## config.mk

```make
export PLATFORM = sky130hd
export DESIGN_NAME = mem_access_stage_flat
export DESIGN_NICKNAME = d
export VERILOG_FILES = /design/src/rtl/mem_access_stage_if.sv /design/src/rtl/mem_access_stage.sv /design/src/flat_wrapper.sv
export SDC_FILE = /design/constraint.sdc
export NUM_CORES = 1
export LEC_CHECK = 0
export CORE_AREA = 3 3 210 212
export CTS_CLUSTER_DIAMETER = 60
export DETAILED_ROUTE_END_ITERATION = 16
export DIE_AREA = 0 0 213 215
export GPL_TIMING_DRIVEN = 1
export HOLD_SLACK_MARGIN = 0.15
export PLACE_DENSITY = 0.63
export SETUP_SLACK_MARGIN = 0.15
export SLEW_MARGIN = 20
export SYNTH_ARGS = -nofsm -noshare
export SYNTH_HDL_FRONTEND = slang
export SYNTH_SLANG_ARGS = --single-unit
```

## constraint.sdc

```tcl
create_clock -name clk -period 2.4 [get_ports clk]
set_input_delay 0.36 -clock clk [delete_from_list [all_inputs] [get_ports clk]]
set_output_delay 0.36 -clock clk [all_outputs]
set_load 0.05 [all_outputs]
```

## src/rtl/mem_access_stage_if.sv

```systemverilog
// -----------------------------------------------------------------------------
// mem_access_stage_if
// Bundles every signal of the memory-access stage except clock and reset:
//   - execute-stage side : ex_valid/ex_ready handshake, ex_* operands, control bits
//   - branch resolution  : pc_src, branch_target
//   - data memory side   : dmem_req/we/addr/wdata out, dmem_ack/rdata in
//   - write-back record  : wb_valid, wb_reg_write, wb_rd, wb_data
//   - sticky error flags : err_misalign, err_illegal, err_timeout
// Modports:
//   slave  - the memory-access stage itself
//   master - its environment (execute stage, data memory, write-back consumer)
// -----------------------------------------------------------------------------
interface mem_access_stage_if;
    logic        ex_valid;
    logic        ex_ready;
    logic [63:0] ex_result;
    logic [63:0] ex_data2;
    logic        ex_zero;
    logic [63:0] ex_branch_addr;
    logic [4:0]  ex_rd;
    logic        B;
    logic        BZ;
    logic        BNZ;
    logic        MemRead;
    logic        MemWrite;
    logic        MemtoReg;
    logic        RegWrite;
    logic        pc_src;
    logic [63:0] branch_target;
    logic        dmem_req;
    logic        dmem_we;
    logic [63:0] dmem_addr;
    logic [63:0] dmem_wdata;
    logic        dmem_ack;
    logic [63:0] dmem_rdata;
    logic        wb_valid;
    logic        wb_reg_write;
    logic [4:0]  wb_rd;
    logic [63:0] wb_data;
    logic        err_misalign;
    logic        err_illegal;
    logic        err_timeout;

    modport slave (
        input  ex_valid, ex_result, ex_data2, ex_zero, ex_branch_addr, ex_rd,
        input  B, BZ, BNZ, MemRead, MemWrite, MemtoReg, RegWrite,
        input  dmem_ack, dmem_rdata,
        output ex_ready, pc_src, branch_target,
        output dmem_req, dmem_we, dmem_addr, dmem_wdata,
        output wb_valid, wb_reg_write, wb_rd, wb_data,
        output err_misalign, err_illegal, err_timeout
    );

    modport master (
        output ex_valid, ex_result, ex_data2, ex_zero, ex_branch_addr, ex_rd,
        output B, BZ, BNZ, MemRead, MemWrite, MemtoReg, RegWrite,
        output dmem_ack, dmem_rdata,
        input  ex_ready, pc_src, branch_target,
        input  dmem_req, dmem_we, dmem_addr, dmem_wdata,
        input  wb_valid, wb_reg_write, wb_rd, wb_data,
        input  err_misalign, err_illegal, err_timeout
    );
endinterface

```

## src/rtl/mem_access_stage.sv

```systemverilog
// -----------------------------------------------------------------------------
// mem_access_stage
// Memory-access stage of the 64-bit LEGv8 core, directly after execute.
// Accepts one instruction per transfer (ex_valid & ex_ready), resolves
// B/CBZ/CBNZ into a one-cycle pc_src pulse, performs LDUR/STUR over a
// req/ack data-memory handshake and emits one write-back record per
// accepted instruction. While an access is outstanding ex_ready is low.
// Ports:
//   clk   - rising-edge clock
//   rst_n - asynchronous active-low reset
//   bus   - mem_access_stage_if.slave (execute, branch, dmem, wb, errors)
// Parameters:
//   TIMEOUT - cycles a request may stay unacknowledged before abort (>=2)
//   CNT_W   - width of the wait counter, must hold TIMEOUT
// -----------------------------------------------------------------------------
module mem_access_stage #(
    parameter int TIMEOUT = 16,
    parameter int CNT_W   = 5
) (
    input  logic               clk,
    input  logic               rst_n,
    mem_access_stage_if.slave  bus
);

    typedef enum logic [0:0] {
        ST_IDLE   = 1'b0,
        ST_ACCESS = 1'b1
    } state_t;

    // The counter holds the number of unacknowledged request cycles already
    // elapsed; the last allowed cycle is the one where it equals TIMEOUT-1.
    localparam logic [CNT_W-1:0] CNT_LAST = CNT_W'(TIMEOUT - 1);
    localparam logic [CNT_W-1:0] CNT_ONE  = CNT_W'(1);
    localparam logic [CNT_W-1:0] CNT_ZERO = CNT_W'(0);

    function automatic logic addr_aligned(input logic [63:0] addr);
        return (addr[2:0] == 3'b000);
    endfunction

    state_t           state_r;
    state_t           state_nxt;
    logic [CNT_W-1:0] cnt_r;
    logic [CNT_W-1:0] cnt_nxt;

    logic transfer_s;
    logic is_branch_s;
    logic illegal_s;
    logic mem_op_s;
    logic misalign_s;
    logic start_s;
    logic taken_s;
    logic ack_done_s;
    logic expire_s;

    logic        pc_src_r,        pc_src_nxt;
    logic [63:0] branch_target_r, branch_target_nxt;
    logic        dmem_req_r,      dmem_req_nxt;
    logic        dmem_we_r,       dmem_we_nxt;
    logic [63:0] dmem_addr_r,     dmem_addr_nxt;
    logic [63:0] dmem_wdata_r,    dmem_wdata_nxt;
    logic        wb_valid_r,      wb_valid_nxt;
    logic        wb_reg_write_r,  wb_reg_write_nxt;
    logic [4:0]  wb_rd_r,         wb_rd_nxt;
    logic [63:0] wb_data_r,       wb_data_nxt;
    logic        err_misalign_r,  err_misalign_nxt;
    logic        err_illegal_r,   err_illegal_nxt;
    logic        err_timeout_r,   err_timeout_nxt;
    logic [4:0]  pend_rd_r,       pend_rd_nxt;
    logic        pend_wen_r,      pend_wen_nxt;
    logic        pend_m2r_r,      pend_m2r_nxt;

    // Instruction classification of the operands presented by execute.
    always_comb begin
        transfer_s  = bus.ex_valid & (state_r == ST_IDLE);
        is_branch_s = bus.B | bus.BZ | bus.BNZ;
        taken_s     = bus.B | (bus.BZ & bus.ex_zero) | (bus.BNZ & ~bus.ex_zero);
        // Branches never touch memory, whatever the memory control bits say.
        illegal_s   = ~is_branch_s & bus.MemRead & bus.MemWrite;
        mem_op_s    = ~is_branch_s & (bus.MemRead ^ bus.MemWrite);
        misalign_s  = mem_op_s & ~addr_aligned(bus.ex_result);
        start_s     = mem_op_s & addr_aligned(bus.ex_result);
    end

    // FSM next state and wait counter; an ack in the expiry cycle wins.
    always_comb begin
        state_nxt  = state_r;
        cnt_nxt    = cnt_r;
        ack_done_s = 1'b0;
        expire_s   = 1'b0;
        case (state_r)
            ST_IDLE: begin
                cnt_nxt = CNT_ZERO;
                if (transfer_s && start_s) begin
                    state_nxt = ST_ACCESS;
                end else begin
                    state_nxt = ST_IDLE;
                end
            end
            ST_ACCESS: begin
                if (bus.dmem_ack) begin
                    ack_done_s = 1'b1;
                    state_nxt  = ST_IDLE;
                    cnt_nxt    = CNT_ZERO;
                end else if (cnt_r == CNT_LAST) begin
                    expire_s   = 1'b1;
                    state_nxt  = ST_IDLE;
                    cnt_nxt    = CNT_ZERO;
                end else begin
                    state_nxt  = ST_ACCESS;
                    cnt_nxt    = cnt_r + CNT_ONE;
                end
            end
            default: begin
                state_nxt = ST_IDLE;
                cnt_nxt   = CNT_ZERO;
            end
        endcase
    end

    // FSM state register.
    always_ff @(posedge clk or negedge rst_n) begin
        if (!rst_n) begin
            state_r <= ST_IDLE;
            cnt_r   <= CNT_ZERO;
        end else begin
            state_r <= state_nxt;
            cnt_r   <= cnt_nxt;
        end
    end

    // Next values of the output and pending-instruction registers.
    always_comb begin
        pc_src_nxt        = 1'b0;
        branch_target_nxt = branch_target_r;
        // The request is high exactly while the FSM sits in ACCESS.
        dmem_req_nxt      = (state_nxt == ST_ACCESS);
        dmem_we_nxt       = dmem_we_r;
        dmem_addr_nxt     = dmem_addr_r;
        dmem_wdata_nxt    = dmem_wdata_r;
        wb_valid_nxt      = 1'b0;
        wb_reg_write_nxt  = 1'b0;
        wb_rd_nxt         = wb_rd_r;
        wb_data_nxt       = wb_data_r;
        err_misalign_nxt  = err_misalign_r;
        err_illegal_nxt   = err_illegal_r;
        err_timeout_nxt   = err_timeout_r;
        pend_rd_nxt       = pend_rd_r;
        pend_wen_nxt      = pend_wen_r;
        pend_m2r_nxt      = pend_m2r_r;

        if (transfer_s) begin
            pc_src_nxt = taken_s;
            if (taken_s) begin
                branch_target_nxt = bus.ex_branch_addr;
            end else begin
                branch_target_nxt = branch_target_r;
            end
            if (start_s) begin
                // Launch the access; remember what write-back will need.
                dmem_we_nxt    = bus.MemWrite;
                dmem_addr_nxt  = bus.ex_result;
                dmem_wdata_nxt = bus.ex_data2;
                pend_rd_nxt    = bus.ex_rd;
                pend_wen_nxt   = bus.RegWrite & bus.MemRead;
                pend_m2r_nxt   = bus.MemtoReg;
            end else begin
                // Non-memory op or rejected memory op: write back next cycle.
                wb_valid_nxt     = 1'b1;
                wb_rd_nxt        = bus.ex_rd;
                wb_data_nxt      = bus.ex_result;
                wb_reg_write_nxt = bus.RegWrite & ~(illegal_s | misalign_s);
                err_illegal_nxt  = err_illegal_r | illegal_s;
                err_misalign_nxt = err_misalign_r | misalign_s;
            end
        end else if (ack_done_s) begin
            wb_valid_nxt     = 1'b1;
            wb_rd_nxt        = pend_rd_r;
            wb_reg_write_nxt = pend_wen_r;
            if (pend_m2r_r) begin
                wb_data_nxt = bus.dmem_rdata;
            end else begin
                wb_data_nxt = dmem_addr_r;
            end
        end else if (expire_s) begin
            wb_valid_nxt     = 1'b1;
            wb_rd_nxt        = pend_rd_r;
            wb_reg_write_nxt = 1'b0;
            wb_data_nxt      = dmem_addr_r;
            err_timeout_nxt  = 1'b1;
        end else begin
            wb_valid_nxt = 1'b0;
        end
    end

    // Output and pending-instruction registers; reset drops any in-flight access.
    always_ff @(posedge clk or negedge rst_n) begin
        if (!rst_n) begin
            pc_src_r        <= 1'b0;
            branch_target_r <= 64'd0;
            dmem_req_r      <= 1'b0;
            dmem_we_r       <= 1'b0;
            dmem_addr_r     <= 64'd0;
            dmem_wdata_r    <= 64'd0;
            wb_valid_r      <= 1'b0;
            wb_reg_write_r  <= 1'b0;
            wb_rd_r         <= 5'd0;
            wb_data_r       <= 64'd0;
            err_misalign_r  <= 1'b0;
            err_illegal_r   <= 1'b0;
            err_timeout_r   <= 1'b0;
            pend_rd_r       <= 5'd0;
            pend_wen_r      <= 1'b0;
            pend_m2r_r      <= 1'b0;
        end else begin
            pc_src_r        <= pc_src_nxt;
            branch_target_r <= branch_target_nxt;
            dmem_req_r      <= dmem_req_nxt;
            dmem_we_r       <= dmem_we_nxt;
            dmem_addr_r     <= dmem_addr_nxt;
            dmem_wdata_r    <= dmem_wdata_nxt;
            wb_valid_r      <= wb_valid_nxt;
            wb_reg_write_r  <= wb_reg_write_nxt;
            wb_rd_r         <= wb_rd_nxt;
            wb_data_r       <= wb_data_nxt;
            err_misalign_r  <= err_misalign_nxt;
            err_illegal_r   <= err_illegal_nxt;
            err_timeout_r   <= err_timeout_nxt;
            pend_rd_r       <= pend_rd_nxt;
            pend_wen_r      <= pend_wen_nxt;
            pend_m2r_r      <= pend_m2r_nxt;
        end
    end

    // ex_ready is held low for the whole reset and rises in the first IDLE cycle.
    assign bus.ex_ready      = rst_n & (state_r == ST_IDLE);
    assign bus.pc_src        = pc_src_r;
    assign bus.branch_target = branch_target_r;
    assign bus.dmem_req      = dmem_req_r;
    assign bus.dmem_we       = dmem_we_r;
    assign bus.dmem_addr     = dmem_addr_r;
    assign bus.dmem_wdata    = dmem_wdata_r;
    assign bus.wb_valid      = wb_valid_r;
    assign bus.wb_reg_write  = wb_reg_write_r;
    assign bus.wb_rd         = wb_rd_r;
    assign bus.wb_data       = wb_data_r;
    assign bus.err_misalign  = err_misalign_r;
    assign bus.err_illegal   = err_illegal_r;
    assign bus.err_timeout   = err_timeout_r;

endmodule

```

## src/flat_wrapper.sv

```systemverilog
// flat-port wrapper written by rule: the top's interface ports become plain ports
module mem_access_stage_flat 
#(
    parameter int TIMEOUT = 16,
    parameter int CNT_W   = 5
)
  (clk, rst_n, bus_ex_valid, bus_ex_result, bus_ex_data2, bus_ex_zero, bus_ex_branch_addr, bus_ex_rd, bus_B, bus_BZ, bus_BNZ, bus_MemRead, bus_MemWrite, bus_MemtoReg, bus_RegWrite, bus_dmem_ack, bus_dmem_rdata, bus_ex_ready, bus_pc_src, bus_branch_target, bus_dmem_req, bus_dmem_we, bus_dmem_addr, bus_dmem_wdata, bus_wb_valid, bus_wb_reg_write, bus_wb_rd, bus_wb_data, bus_err_misalign, bus_err_illegal, bus_err_timeout);
  mem_access_stage_if bus_i ();
  input  logic clk;
  input  logic rst_n;
  input wire logic [$bits(bus_i.ex_valid)-1:0] bus_ex_valid;
  input wire logic [$bits(bus_i.ex_result)-1:0] bus_ex_result;
  input wire logic [$bits(bus_i.ex_data2)-1:0] bus_ex_data2;
  input wire logic [$bits(bus_i.ex_zero)-1:0] bus_ex_zero;
  input wire logic [$bits(bus_i.ex_branch_addr)-1:0] bus_ex_branch_addr;
  input wire logic [$bits(bus_i.ex_rd)-1:0] bus_ex_rd;
  input wire logic [$bits(bus_i.B)-1:0] bus_B;
  input wire logic [$bits(bus_i.BZ)-1:0] bus_BZ;
  input wire logic [$bits(bus_i.BNZ)-1:0] bus_BNZ;
  input wire logic [$bits(bus_i.MemRead)-1:0] bus_MemRead;
  input wire logic [$bits(bus_i.MemWrite)-1:0] bus_MemWrite;
  input wire logic [$bits(bus_i.MemtoReg)-1:0] bus_MemtoReg;
  input wire logic [$bits(bus_i.RegWrite)-1:0] bus_RegWrite;
  input wire logic [$bits(bus_i.dmem_ack)-1:0] bus_dmem_ack;
  input wire logic [$bits(bus_i.dmem_rdata)-1:0] bus_dmem_rdata;
  output wire logic [$bits(bus_i.ex_ready)-1:0] bus_ex_ready;
  output wire logic [$bits(bus_i.pc_src)-1:0] bus_pc_src;
  output wire logic [$bits(bus_i.branch_target)-1:0] bus_branch_target;
  output wire logic [$bits(bus_i.dmem_req)-1:0] bus_dmem_req;
  output wire logic [$bits(bus_i.dmem_we)-1:0] bus_dmem_we;
  output wire logic [$bits(bus_i.dmem_addr)-1:0] bus_dmem_addr;
  output wire logic [$bits(bus_i.dmem_wdata)-1:0] bus_dmem_wdata;
  output wire logic [$bits(bus_i.wb_valid)-1:0] bus_wb_valid;
  output wire logic [$bits(bus_i.wb_reg_write)-1:0] bus_wb_reg_write;
  output wire logic [$bits(bus_i.wb_rd)-1:0] bus_wb_rd;
  output wire logic [$bits(bus_i.wb_data)-1:0] bus_wb_data;
  output wire logic [$bits(bus_i.err_misalign)-1:0] bus_err_misalign;
  output wire logic [$bits(bus_i.err_illegal)-1:0] bus_err_illegal;
  output wire logic [$bits(bus_i.err_timeout)-1:0] bus_err_timeout;
  assign bus_i.ex_valid = bus_ex_valid;
  assign bus_i.ex_result = bus_ex_result;
  assign bus_i.ex_data2 = bus_ex_data2;
  assign bus_i.ex_zero = bus_ex_zero;
  assign bus_i.ex_branch_addr = bus_ex_branch_addr;
  assign bus_i.ex_rd = bus_ex_rd;
  assign bus_i.B = bus_B;
  assign bus_i.BZ = bus_BZ;
  assign bus_i.BNZ = bus_BNZ;
  assign bus_i.MemRead = bus_MemRead;
  assign bus_i.MemWrite = bus_MemWrite;
  assign bus_i.MemtoReg = bus_MemtoReg;
  assign bus_i.RegWrite = bus_RegWrite;
  assign bus_i.dmem_ack = bus_dmem_ack;
  assign bus_i.dmem_rdata = bus_dmem_rdata;
  assign bus_ex_ready = bus_i.ex_ready;
  assign bus_pc_src = bus_i.pc_src;
  assign bus_branch_target = bus_i.branch_target;
  assign bus_dmem_req = bus_i.dmem_req;
  assign bus_dmem_we = bus_i.dmem_we;
  assign bus_dmem_addr = bus_i.dmem_addr;
  assign bus_dmem_wdata = bus_i.dmem_wdata;
  assign bus_wb_valid = bus_i.wb_valid;
  assign bus_wb_reg_write = bus_i.wb_reg_write;
  assign bus_wb_rd = bus_i.wb_rd;
  assign bus_wb_data = bus_i.wb_data;
  assign bus_err_misalign = bus_i.err_misalign;
  assign bus_err_illegal = bus_i.err_illegal;
  assign bus_err_timeout = bus_i.err_timeout;
  mem_access_stage #(.TIMEOUT(TIMEOUT), .CNT_W(CNT_W)) u_core (.clk(clk), .rst_n(rst_n), .bus(bus_i));
endmodule
```

==> out/qor.yml <==
status: "finished clean"
wl_per_cell_um: 21.2
viasPerCell: 4.64
hpwl_mm: 32.3
cts_inserted_buffers: 35
p_switching_mw: 4.88
crit_required_ps: 2040
pwr-share-clk: 0.355
cts.clk_slew.worst_paths_ps: 60
tns_ps: 0
timing.slew.headroom: 0.569
core_region_area_um2: 42100
routed_wl_mm: 43.3
synth_compound_area_frac: 0.00604
whs_path_depth: 2
r2r_cells: 5
cp.buffers_inverters: 1
vias: 9484
fin_nets: 1755
r2r-start: "u_core.state_r"
p_int_mw: 10.2
cts-root-buf: "clkbuf_16"
endpoint_kind: "output port"
drc: 0
crit_chain: "clkdlybuf4s50_1"
drv_slew: 0
r2r_setup_slack_ps: 510
dieArea_um2: 45800
skew_ps: 24.4
post_cts_buffers: 0
syn-cell-area_um2: 11800
synth_cell_type_count: 29
r2r-end: "u_core.bus.wb_data[36]"
drt_iter0_drc: 385
setup_violations: 0
area_growth_pct: 63.6
grt_usage: 0.185
sequentialPowerShare: 0.365
mappedNetlistNets: 1194
finalInstanceArea_um2: 19300
synthSimpleGateAreaFrac: 0.112
cts_tree: "yes"
syn_area_per_cell_um2: 12.8
ir_worst_vdd_uv: 570
powerDensity_nw_per_um2: 781
die_h_um: 215
p_total_mw: 15.1
muxShareOfSynthArea: 0.254
tightest_slew_ps: 645
antenna_found_initial: 4
critPathKind: "reg2out"
final_common_cell: "clkdlybuf4s50_1"
h-tree-depth: 2
stdcell_count: 2045
hold_violations: 0
p_sw_frac: 0.324
antenna_left: 0
dp_slack_ps: -451
ys_seq_elements: 281
cts.sinks: 281
grt_first_pass_wirelength_mm: 64.3
dp.cells: 1982
dpl_cell_area_um2: 18100
worst_path_largest_cell_delay_ps: 850
grt_pass1_vias: 10300
die_x_um: 213
yosys.area_share.xor_xnor: 0.00222
clockBufferDepth: 3
grt_start_max_net_pins: 70
drt-pass1-iter-count: 7
whs_endpoint: "u_core.bus.dmem_wdata[14]"
io_buffers: 542
ys_warn_count: 0
overflow: 0
final_core_util: 0.459
worstHoldStart: "bus_ex_data2[14]"
synth_top_family_by_area: "multiplexers"
synthAdderAreaFrac: 0.00106
cp_data_arrival_time_ps: 1820
drive_gt1_frac: 0.241
cap_violations: 0
initial_core_util: 0.280
holdCritPathClass: "in2reg"
syn_inst: 920
startpoint_type: "flip-flop"
critPathSlowestCell: "clkdlybuf4s50_1"
ys_seq_area_frac: 0.595
num-fill-cells: 3889
setup_ws_ps: 215
cp_max_fo: 3
layout_common_cells: "clkdlybuf4s50_1 (538), dfrtp_1 (281), mux2_2 (261)"
fmax_mhz: 458
gp_congestion: 0.785
hold_slack_ps: 431
clk_latency_ps: 540
io_pins: 543
rsz0062_at_grt: "false"
power.share.combinational: 0.280
critPathTopFamily: "buffers and inverters"
post-route-min-period_ps: 2180
leakage_nw: 8.63
rows: 75
fin_crit_sh: 0.910
==> sequential cells by signal, summed over array words and instances (netlist names), 5 cells and up <==
| name | count |
|---|---|
| u_core.bus.branch_target | 64 |
| u_core.bus.dmem_addr | 64 |
| u_core.bus.dmem_wdata | 64 |
| u_core.bus.wb_data | 64 |
| u_core.bus.wb_rd | 5 |
| u_core.cnt_r | 5 |
| u_core.pend_rd_r | 5 |
==> power by group through the flow <==
stage               sequential [mW]  clock (mW)  combinational [mW]
finish                         5.51        5.35                4.23
global placement               5.56           0                4.25
floorplan                      7.25           0               0.679
CTS                            5.51        5.57                4.28
global route                   5.57        5.74                4.42
detailed placement             5.59           0                4.26
==> layout make-up <==
type | count | area [um2] | area share
sequential | 281 | 7030 | 0.364
timing repair buffer | 583 | 5980 | 0.309
multi-input combinational | 577 | 4460 | 0.231
clock buffer | 50 | 983 | 0.0509
tap | 539 | 674 | 0.0349
clock inverter | 11 | 181 | 0.00939
inverter | 3 | 11.3 | 0.000583
antenna | 1 | 2.50 | 0.000130
==> worst max-delay path by stage <==
stage | cells past startpoint | slack (ps) | startpoint | end
2_1_floorplan | 6 | 370 | u_core.state_r | u_core.bus.wb_data[1]
3_3_place_gp | 7 | -480 | bus_ex_result[2] | u_core.bus.wb_data[58]
3_5_place_dp | 7 | -450 | bus_ex_result[2] | u_core.bus.wb_data[51]
4_1_cts | 1 | 160 | u_core.bus.dmem_addr[1] | bus_dmem_addr[1]
5_1_grt | 1 | 160 | u_core.bus.dmem_addr[0] | bus_dmem_addr[0]
6_report | 1 | 220 | u_core.bus.dmem_addr[1] | bus_dmem_addr[1]
==> repair_timing <==
action | 4_1_cts | 5_1_grt
endpoints found under the hold margin | 63 | 0
hold buffers | 1 | 0
endpoints found under the setup margin | 50 | 1
gates resized for setup | 2 | 1
==> synth_stat cells <==
cell type    n  area, um2
nand2b_1     1       6.26
o21ai_2      1       8.76
buf_4        1       7.51
xor2_1       3       26.3
nor3_1       1       5.00
buf_6       12        135
mux2_1       5       56.3
and3_1       2       12.5
nor2b_1      3       18.8
dfrtp_1    281       7030
nor3_2       1       10.0
clkbuf_1    18       67.6
buf_1        7       26.3
buf_2       21        105
o21ai_0      2       10.0
a41o_1       1       10.0
mux2_2     261       2940
ha_1         1       12.5
nand4_1      1       6.26
nand2_1    147        552
nor2_1       3       11.3
a21o_1       1       7.51
nand3_1    134        671
inv_1        3       11.3
o21ai_1      1       5.00
o21ai_4      1       16.3
o21bai_1     1       7.51
and2_1       5       31.3
a31oi_1      1       6.26
==> routing by layer <==
layer | vias up | wire (um) | GRT usage
met4 | 6 | 1170 | 0.0612
met1 | 4690 | 16100 | 0.205
met3 | 73 | 4520 | 0.0728
met2 | 402 | 21400 | 0.321
li1 | 4313 | - | -
met5 | - | 32 | 0
==> cell families (layout without fill, tap and decap cells) <==
logic type,Yosys count,after routing
AO/OA/AOI/OAI,9,9
XOR/XNOR,3,3
adder cells (fa/ha/maj),1,1
buffers and inverters,62,647
flip-flops,281,281
multiplexers,266,266
other,0,1
AND/OR/NAND/NOR,298,298
(Power assumes the default switching activity.)
